===== src/rtl/exu_hs.sv =====
// Single-issue execute unit: 1-cycle ALU ops and an iterative shift-add MUL (XLEN+1 cycles),
// with valid/ready on both sides; a held result stalls intake until out_ready drains it.
module exu_hs #(
  parameter int XLEN   = 32,
  parameter bit MUL_EN = 1'b1
) (
  input  logic            clk,
  input  logic            rst_n,
  input  logic            flush,
  input  logic            in_valid,
  output logic            in_ready,
  input  logic [3:0]      op,
  input  logic [XLEN-1:0] src_a,
  input  logic [XLEN-1:0] src_b,
  input  logic            inv,
  input  logic [4:0]      rd,
  input  logic            r_wen,
  output logic            out_valid,
  input  logic            out_ready,
  output logic [XLEN-1:0] out_result,
  output logic [4:0]      out_rd,
  output logic            out_r_wen,
  output logic            busy
);

  localparam int SHW = $clog2(XLEN);
  localparam int CW  = $clog2(XLEN) + 1;

  typedef enum logic {IDLE, MUL} state_t;
  state_t state, state_nxt;

  logic [XLEN-1:0] mcand, mplier, acc, acc_nxt, alu;
  logic [CW-1:0]   cnt;
  logic            mul_inv, mul_wen;
  logic [4:0]      mul_rd;
  logic            xfer, is_mul, last_step;
  logic [SHW-1:0]  shamt;

  assign in_ready  = (state == IDLE) && (!out_valid || out_ready);
  assign xfer      = in_valid && in_ready && !flush;
  assign is_mul    = (op == 4'd10) && MUL_EN;
  assign busy      = (state == MUL);
  assign last_step = (cnt == CW'(XLEN - 1));
  assign acc_nxt   = acc + (mplier[0] ? mcand : '0);
  assign shamt     = src_b[SHW-1:0];

  always_comb begin
    alu = '0;
    case (op)
      4'd0: alu = src_a + src_b;
      4'd1: alu = src_a - src_b;
      4'd2: alu = src_a & src_b;
      4'd3: alu = src_a | src_b;
      4'd4: alu = src_a ^ src_b;
      4'd5: alu = src_a << shamt;
      4'd6: alu = src_a >> shamt;
      4'd7: alu = XLEN'($signed(src_a) >>> shamt);
      4'd8: alu = {{(XLEN-1){1'b0}}, ($signed(src_a) < $signed(src_b))};
      4'd9: alu = {{(XLEN-1){1'b0}}, (src_a < src_b)};
      default: alu = '0;  // includes MUL when the multiplier is disabled
    endcase
  end

  always_comb begin
    state_nxt = state;
    case (state)
      IDLE: if (xfer && is_mul) state_nxt = MUL;
      MUL:  if (last_step) state_nxt = IDLE;
      default: state_nxt = IDLE;
    endcase
    if (flush) state_nxt = IDLE;
  end

  always_ff @(posedge clk) begin
    if (!rst_n) state <= IDLE;
    else        state <= state_nxt;
  end

  always_ff @(posedge clk) begin
    if (!rst_n) begin
      out_valid  <= 1'b0;
      out_result <= '0;
      out_rd     <= '0;
      out_r_wen  <= 1'b0;
      cnt        <= '0;
      acc        <= '0;
      mcand      <= '0;
      mplier     <= '0;
      mul_inv    <= 1'b0;
      mul_rd     <= '0;
      mul_wen    <= 1'b0;
    end else if (flush) begin
      out_valid <= 1'b0;
      cnt       <= '0;
      acc       <= '0;
    end else begin
      if (out_valid && out_ready) out_valid <= 1'b0;
      if (xfer) begin
        if (is_mul) begin
          mcand   <= src_a;
          mplier  <= src_b;
          acc     <= '0;
          cnt     <= '0;
          mul_inv <= inv;
          mul_rd  <= rd;
          mul_wen <= r_wen;
        end else begin
          out_valid  <= 1'b1;
          out_result <= alu ^ {{(XLEN-1){1'b0}}, inv};
          out_rd     <= rd;
          out_r_wen  <= r_wen;
        end
      end else if (state == MUL) begin
        // one multiplier bit per cycle, LSB first
        acc    <= acc_nxt;
        mcand  <= mcand << 1;
        mplier <= mplier >> 1;
        cnt    <= cnt + CW'(1);
        if (last_step) begin
          out_valid  <= 1'b1;
          out_result <= acc_nxt ^ {{(XLEN-1){1'b0}}, mul_inv};
          out_rd     <= mul_rd;
          out_r_wen  <= mul_wen;
          cnt        <= '0;
        end
      end
    end
  end

endmodule


===== config.mk =====
export PLATFORM = sky130hd
export DESIGN_NAME = exu_hs
export DESIGN_NICKNAME = d
export VERILOG_FILES = /design/src/rtl/exu_hs.sv
export SDC_FILE = /design/constraint.sdc
export NUM_CORES = 1
export LEC_CHECK = 0
export CORE_MARGIN = 1.5
export CORE_UTILIZATION = 50
export CTS_BUF_LIST = sky130_fd_sc_hd__clkbuf_8
export CTS_CLUSTER_SIZE = 14
export DETAILED_ROUTE_END_ITERATION = 6
export DONT_BUFFER_PORTS = 1
export GPL_ROUTABILITY_DRIVEN = 0
export SKIP_LAST_GASP = 1
export SLEW_MARGIN = 20
export SYNTH_ARGS = -nofsm -noshare
export SYNTH_HDL_FRONTEND = slang
export SYNTH_SLANG_ARGS = --single-unit

===== constraint.sdc =====
create_clock -name clk -period 13 [get_ports clk]
set_clock_uncertainty 0.05 [all_clocks]
set_input_delay 2.6 -clock clk [delete_from_list [all_inputs] [get_ports clk]]
set_output_delay 2.6 -clock clk [all_outputs]
set_load 0.01 [all_outputs]

Word level (Yosys, flattened, before mapping)
Index checks and enable logic that the tools add are counted.
- reduce and logical (&&, ||, !) cells: 16
- shifts and indexed selects: 3
- equality and inequality tests: 13
- add/subtract/negate cells: 4
- $lt $le $gt $ge: 2
- multiplexer cells: 35
- bitwise operators: 8
- operators with widths (operator ; count):
    32-bit 2-to-1 mux ; 14
    32-bit one-hot mux with 10 select lines ; 1
    32-bit adder ; 2
    32-bit less-than comparator ; 2
    32-bit by 1-bit XOR with 32-bit output ; 2
    32-bit bitwise AND ; 1
    32-bit bitwise OR ; 1
    32-bit by 5-bit << shifter with 32-bit output ; 1
    32-bit by 5-bit >> shifter with 32-bit output ; 1
    32-bit by 5-bit >>> shifter with 32-bit output ; 1
    32-bit subtractor ; 1
    32-bit XOR ; 1
    6-bit 2-to-1 mux ; 4
    5-bit 2-to-1 mux ; 4
    4-bit by 3-bit == test with 1-bit output (second input constant) ; 4
    4-bit == test (second input constant) ; 3
    1-bit 2-to-1 mux ; 11
    4-bit by 2-bit == test with 1-bit output (second input constant) ; 2
    6-bit by 1-bit adder with 6-bit output (second input constant) ; 1
    6-bit by 5-bit == test with 1-bit output (second input constant) ; 1
    3-bit AND reduction ; 2
    1-bit logical AND ; 5
    4-bit by 1-bit == test with 1-bit output (second input constant) ; 1
    4-bit logical NOT ; 1
    other kinds (10) ; 14
- output and inout bits: 41
- word-level logic and storage cells: 93
- input bits: 80
- bits in registers: 149

Depth between registers and ports, before layout
- depth after elaboration: 8
- depth in mapped cells: 16
- mapped depth without buffers: 14

Least setup slack after synthesis
No wires, ideal clock.
- path type: input -> register
- from: in src_b[2]
- to: reg out_result[0]
- buffers on the path: 3
- required time: 12.822 ns
- path slack: 7.090 ns
- setup time: 0.128 ns
- arrival: 5.732 ns
- stages: 15
- path through: clkinv_1 > buf_1 > clkbuf_1 > ha_1 > buf_2 > nand2b_1 > a2111o_1 > a21oi_1 > a21oi_2 > a211oi_1 > o31ai_1 > nor3_1 > nor4_1 > a221oi_1 > a21oi_1
- longest elaborated chain between the ends: 5
- elaborated cells between the ends (all ways): 9
- those cells by class: 2 x order compare; 3 x shift; 3 x mux; 1 x bitwise
- RTL lines (element ; RTL line ; source):
    start: declaration ; 14 ; input logic [XLEN-1:0] src_b,
    32-bit less-than comparator, or another cell as far along ; 59 ; 4'd9: alu = {{(XLEN-1){1'b0}}, (src_a < src_b)};
    32-bit one-hot mux with 10 select lines * ; 49 ; case (op)
    32-bit by 1-bit XOR with 32-bit output * ; 109 ; out_result <= alu ^ {{(XLEN-1){1'b0}}, inv};
    32-bit 2-to-1 mux * ; 99 ; if (is_mul) begin
    32-bit 2-to-1 mux * ; 98 ; if (xfer) begin
    end signal: assignment ; 109 ;
    end signal: assignment ; 121 ; out_result <= acc_nxt ^ {{(XLEN-1){1'b0}}, mul_inv};
    end: declaration ; 20 ; output logic [XLEN-1:0] out_result,
Mark *: on every way between the ends. The rest lies on a longest branch, timed or not. The select of a mux whose other input is x is not followed.
A chain may end at the register's enable or synchronous reset.

Worst setup path in the final report
- from: in out_ready
- to: out in_ready
- longest elaborated chain between the ends: 2
- RTL lines (element ; RTL line ; source):
    start: declaration ; 19 ; input logic out_ready,
    1-bit logical OR ; 39 ; assign in_ready = (state == IDLE) && (!out_valid || out_ready);
    1-bit logical AND ; 39 ;
    end: declaration ; 11 ; output logic in_ready,
Every way passes these cells.

==> run metrics <==
LEAKAGE=approximately 6.4 nW; Fmax=0.176 GHz; number of diodes=0; FF+latch count, synth=between 100 and 150; critical path peak fanout=3; per-cell routed wire length=25.1 um; post-route design area=about 16000 um2; post-synthesis cell area=about 16000 um2; CP Capture Type=output pin; crit path cell chain=nor2b_1, nor2_1; clock buffer depth=2; Slew HR=0.326; largest net degree at the start of global routing=between 80 and 90; cts repair resizes=0; period utilization=0.438; DR iter-0 viols=2597; EDFF count, synth=0; antenna violations before repair=2; fin crit period=around 5.7 ns; PwrDens=approximately 76 nW/um2; crit start category=input pin; Final Hold Fails=0; Netlist cell types=79; min-delay src=mul_rd[1]; chip width=182 um; input/output buffers=0; synthesized area per cell=around 7.3 um2; core region area=roughly 32000 um2; most common cell after layout, fill and taps aside=nor2_1; # DRC=0; commonest cells after routing, fill and taps aside=279 x nor2_1, 216 x nand2_1, 186 x o21ai_0; I/O pin total=around 120; vias in the first global route=15400; dpl hpwl=46200 um; Hold Path Depth=2; FF-to-FF path depth=13; status=complete, no violations; Final Max Tran Viols=0; setup violators final=0; kind of cell adding the most delay to the critical path=simple AND/OR/NAND/NOR gates; reg2reg start=mplier[0]; WP data arrival=3.04 ns; unrepaired setup endpoints after global routing=no; Setup CP Type=input pin to output pin; ys flop type=dfxtp_1; die height=182 um; VDD IR max=0.0791 mV; first-pass GRT wire length=95100 um; worst r2r dst=out_result[22]; CP max stage delay=0.28 ns; reg2reg setup slack=between 8 and 9 ns; DRT antenna net count=0; cells after synthesis=2203; Max Cap Viol=0; worst-skew pair later-pin latency=roughly 0.50 ns; Area Overhead vs Synth=2.64%; syn_nets=2415; clk sinks=149; Hold WC Path Type=flop to flop; worst slew pin tran=1.00 ns; slowest CP cell=nor2b_1; CTS tree=built; Clock Tree Root=clkbuf_8; Tot GR Track Use=0.372; fill count=3152; CTS clk-pin slew, worst paths=0.08 ns; Inst Count DP=2454; Hold Buf Count CTS=0; vias per cell=6.85; Ys Warns=0; H-tree depth=4; WP data required=around 10 ns; # nets final=about 2300; post-CTS setup buffer count=0; setup tns final=0 ns; grt total ovfl=0; row count=65; via count=17000; sequential share of the synthesized area=0.186; area post-placement=16100 um2; DRT Wirelength=62400 um; CP Buf/Inv Count=0; die area=~33000 um2; share of cells above drive strength 1=0.0653; DRT Pass-1 Iters=7; total power=1.26 mW; Async S/R FF share, synth=0; Initial Util=0.508; Hold Path Sink=mul_rd[1]; clock buffer count from CTS=17; Finished Layout Cells=2486
-- stage by stage --
| step | util | hold slack, ns | worst slack (ns) |
|---|---|---|---|
| 5_1_grt | 0.521 | 0.422 | 7.27 |
| 3_3_place_gp | 0.508 | 0.392 | 7.18 |
| 6_report | 0.521 | 0.410 | 7.31 |
| 3_5_place_dp | 0.508 | 0.397 | 7.13 |
| 4_1_cts | 0.521 | 0.410 | 7.31 |
| 2_1_floorplan | - | 0.386 | 7.09 |
-- how the worst max path moves through the flow --
stage               from             end  cells past startpoint
2_1_floorplan   src_b[2]   out_result[0]                     15
3_3_place_gp    src_b[1]  out_result[23]                     12
3_5_place_dp    src_b[4]  out_result[28]                     12
4_1_cts        out_ready        in_ready                      2
5_1_grt        out_ready        in_ready                      2
6_report       out_ready        in_ready                      2
-- registers in the layout, indices dropped and copies added, names as in the netlist --
register and flops:
acc 32, busy 1, cnt 6, mcand 32, mplier 32, mul_inv 1, mul_rd 5, mul_wen 1
out_r_wen 1, out_rd 5, out_result 32, out_valid 1
-- power breakdown --
part	leakage [nW]	switching, mW	internal (mW)
sequential	1.20	0.0105	0.464
clock	0.218	0.203	0.203
combinational	5.01	0.238	0.141
total	6.43	0.451	0.808
-- area by class of cell --
| type | instances | area [um2] | area share |
|---|---|---|---|
| clock buffers | 19 | 262 | 0.0159 |
| clock inverters | 13 | 171 | 0.0104 |
| inverters | 106 | 398 | 0.0241 |
| multi-input cells | 1776 | 12000 | 0.729 |
| flip-flops and latches | 149 | 2980 | 0.181 |
| well taps | 402 | 503 | 0.0305 |
| repair buffers | 21 | 158 | 0.00956 |
-- metal layers --
layer | part of all wire | GRT usage | up-vias | wire length (um)
li1 | - | - | 7763 | -
met4 | 0.053 | 0.171 | 2 | 3280
met3 | 0.12 | 0.0994 | 186 | 7200
met2 | 0.41 | 0.543 | 1064 | 25700
met1 | 0.42 | 0.511 | 8017 | 26200
met5 | 0.00021 | 0 | - | 13
-- worst register-to-register path: stages (launching register included) --
cell and delay, ns:
dfxtp_1 0.31, buf_4 0.21, and2_1 0.21, ha_1 0.21
fa_1 0.46, a211o_1 0.30, a21oi_1 0.20, o21ai_0 0.35
a31oi_1 0.47, o211ai_1 0.15, a31oi_1 0.30, xnor2_1 0.19
a221oi_1 0.39, nor2_1 0.09
-- synth_stat cells (42+ instances only) --
master,count,share of area
nor3_1,45,0.014
inv_1,103,0.024
a21oi_1,183,0.057
a22oi_1,42,0.020
nor2_1,283,0.066
mux4_2,59,0.083
o211ai_1,80,0.037
nand2_1,216,0.050
o21ai_0,186,0.058
clkbuf_1,136,0.032
ha_1,129,0.10
dfxtp_1,149,0.19
-- cell families after synthesis --
group	count (synthesis)	synth area share
XOR/XNOR	52	0.0283
AO/OA/AOI/OAI	749	0.297
multiplexers	99	0.109
flip-flops	149	0.186
buffers and inverters	278	0.0682
adder cells (fa/ha/maj)	132	0.104
AND/OR/NAND/NOR	744	0.207
Note: power is estimated with default switching activity, not from simulation.
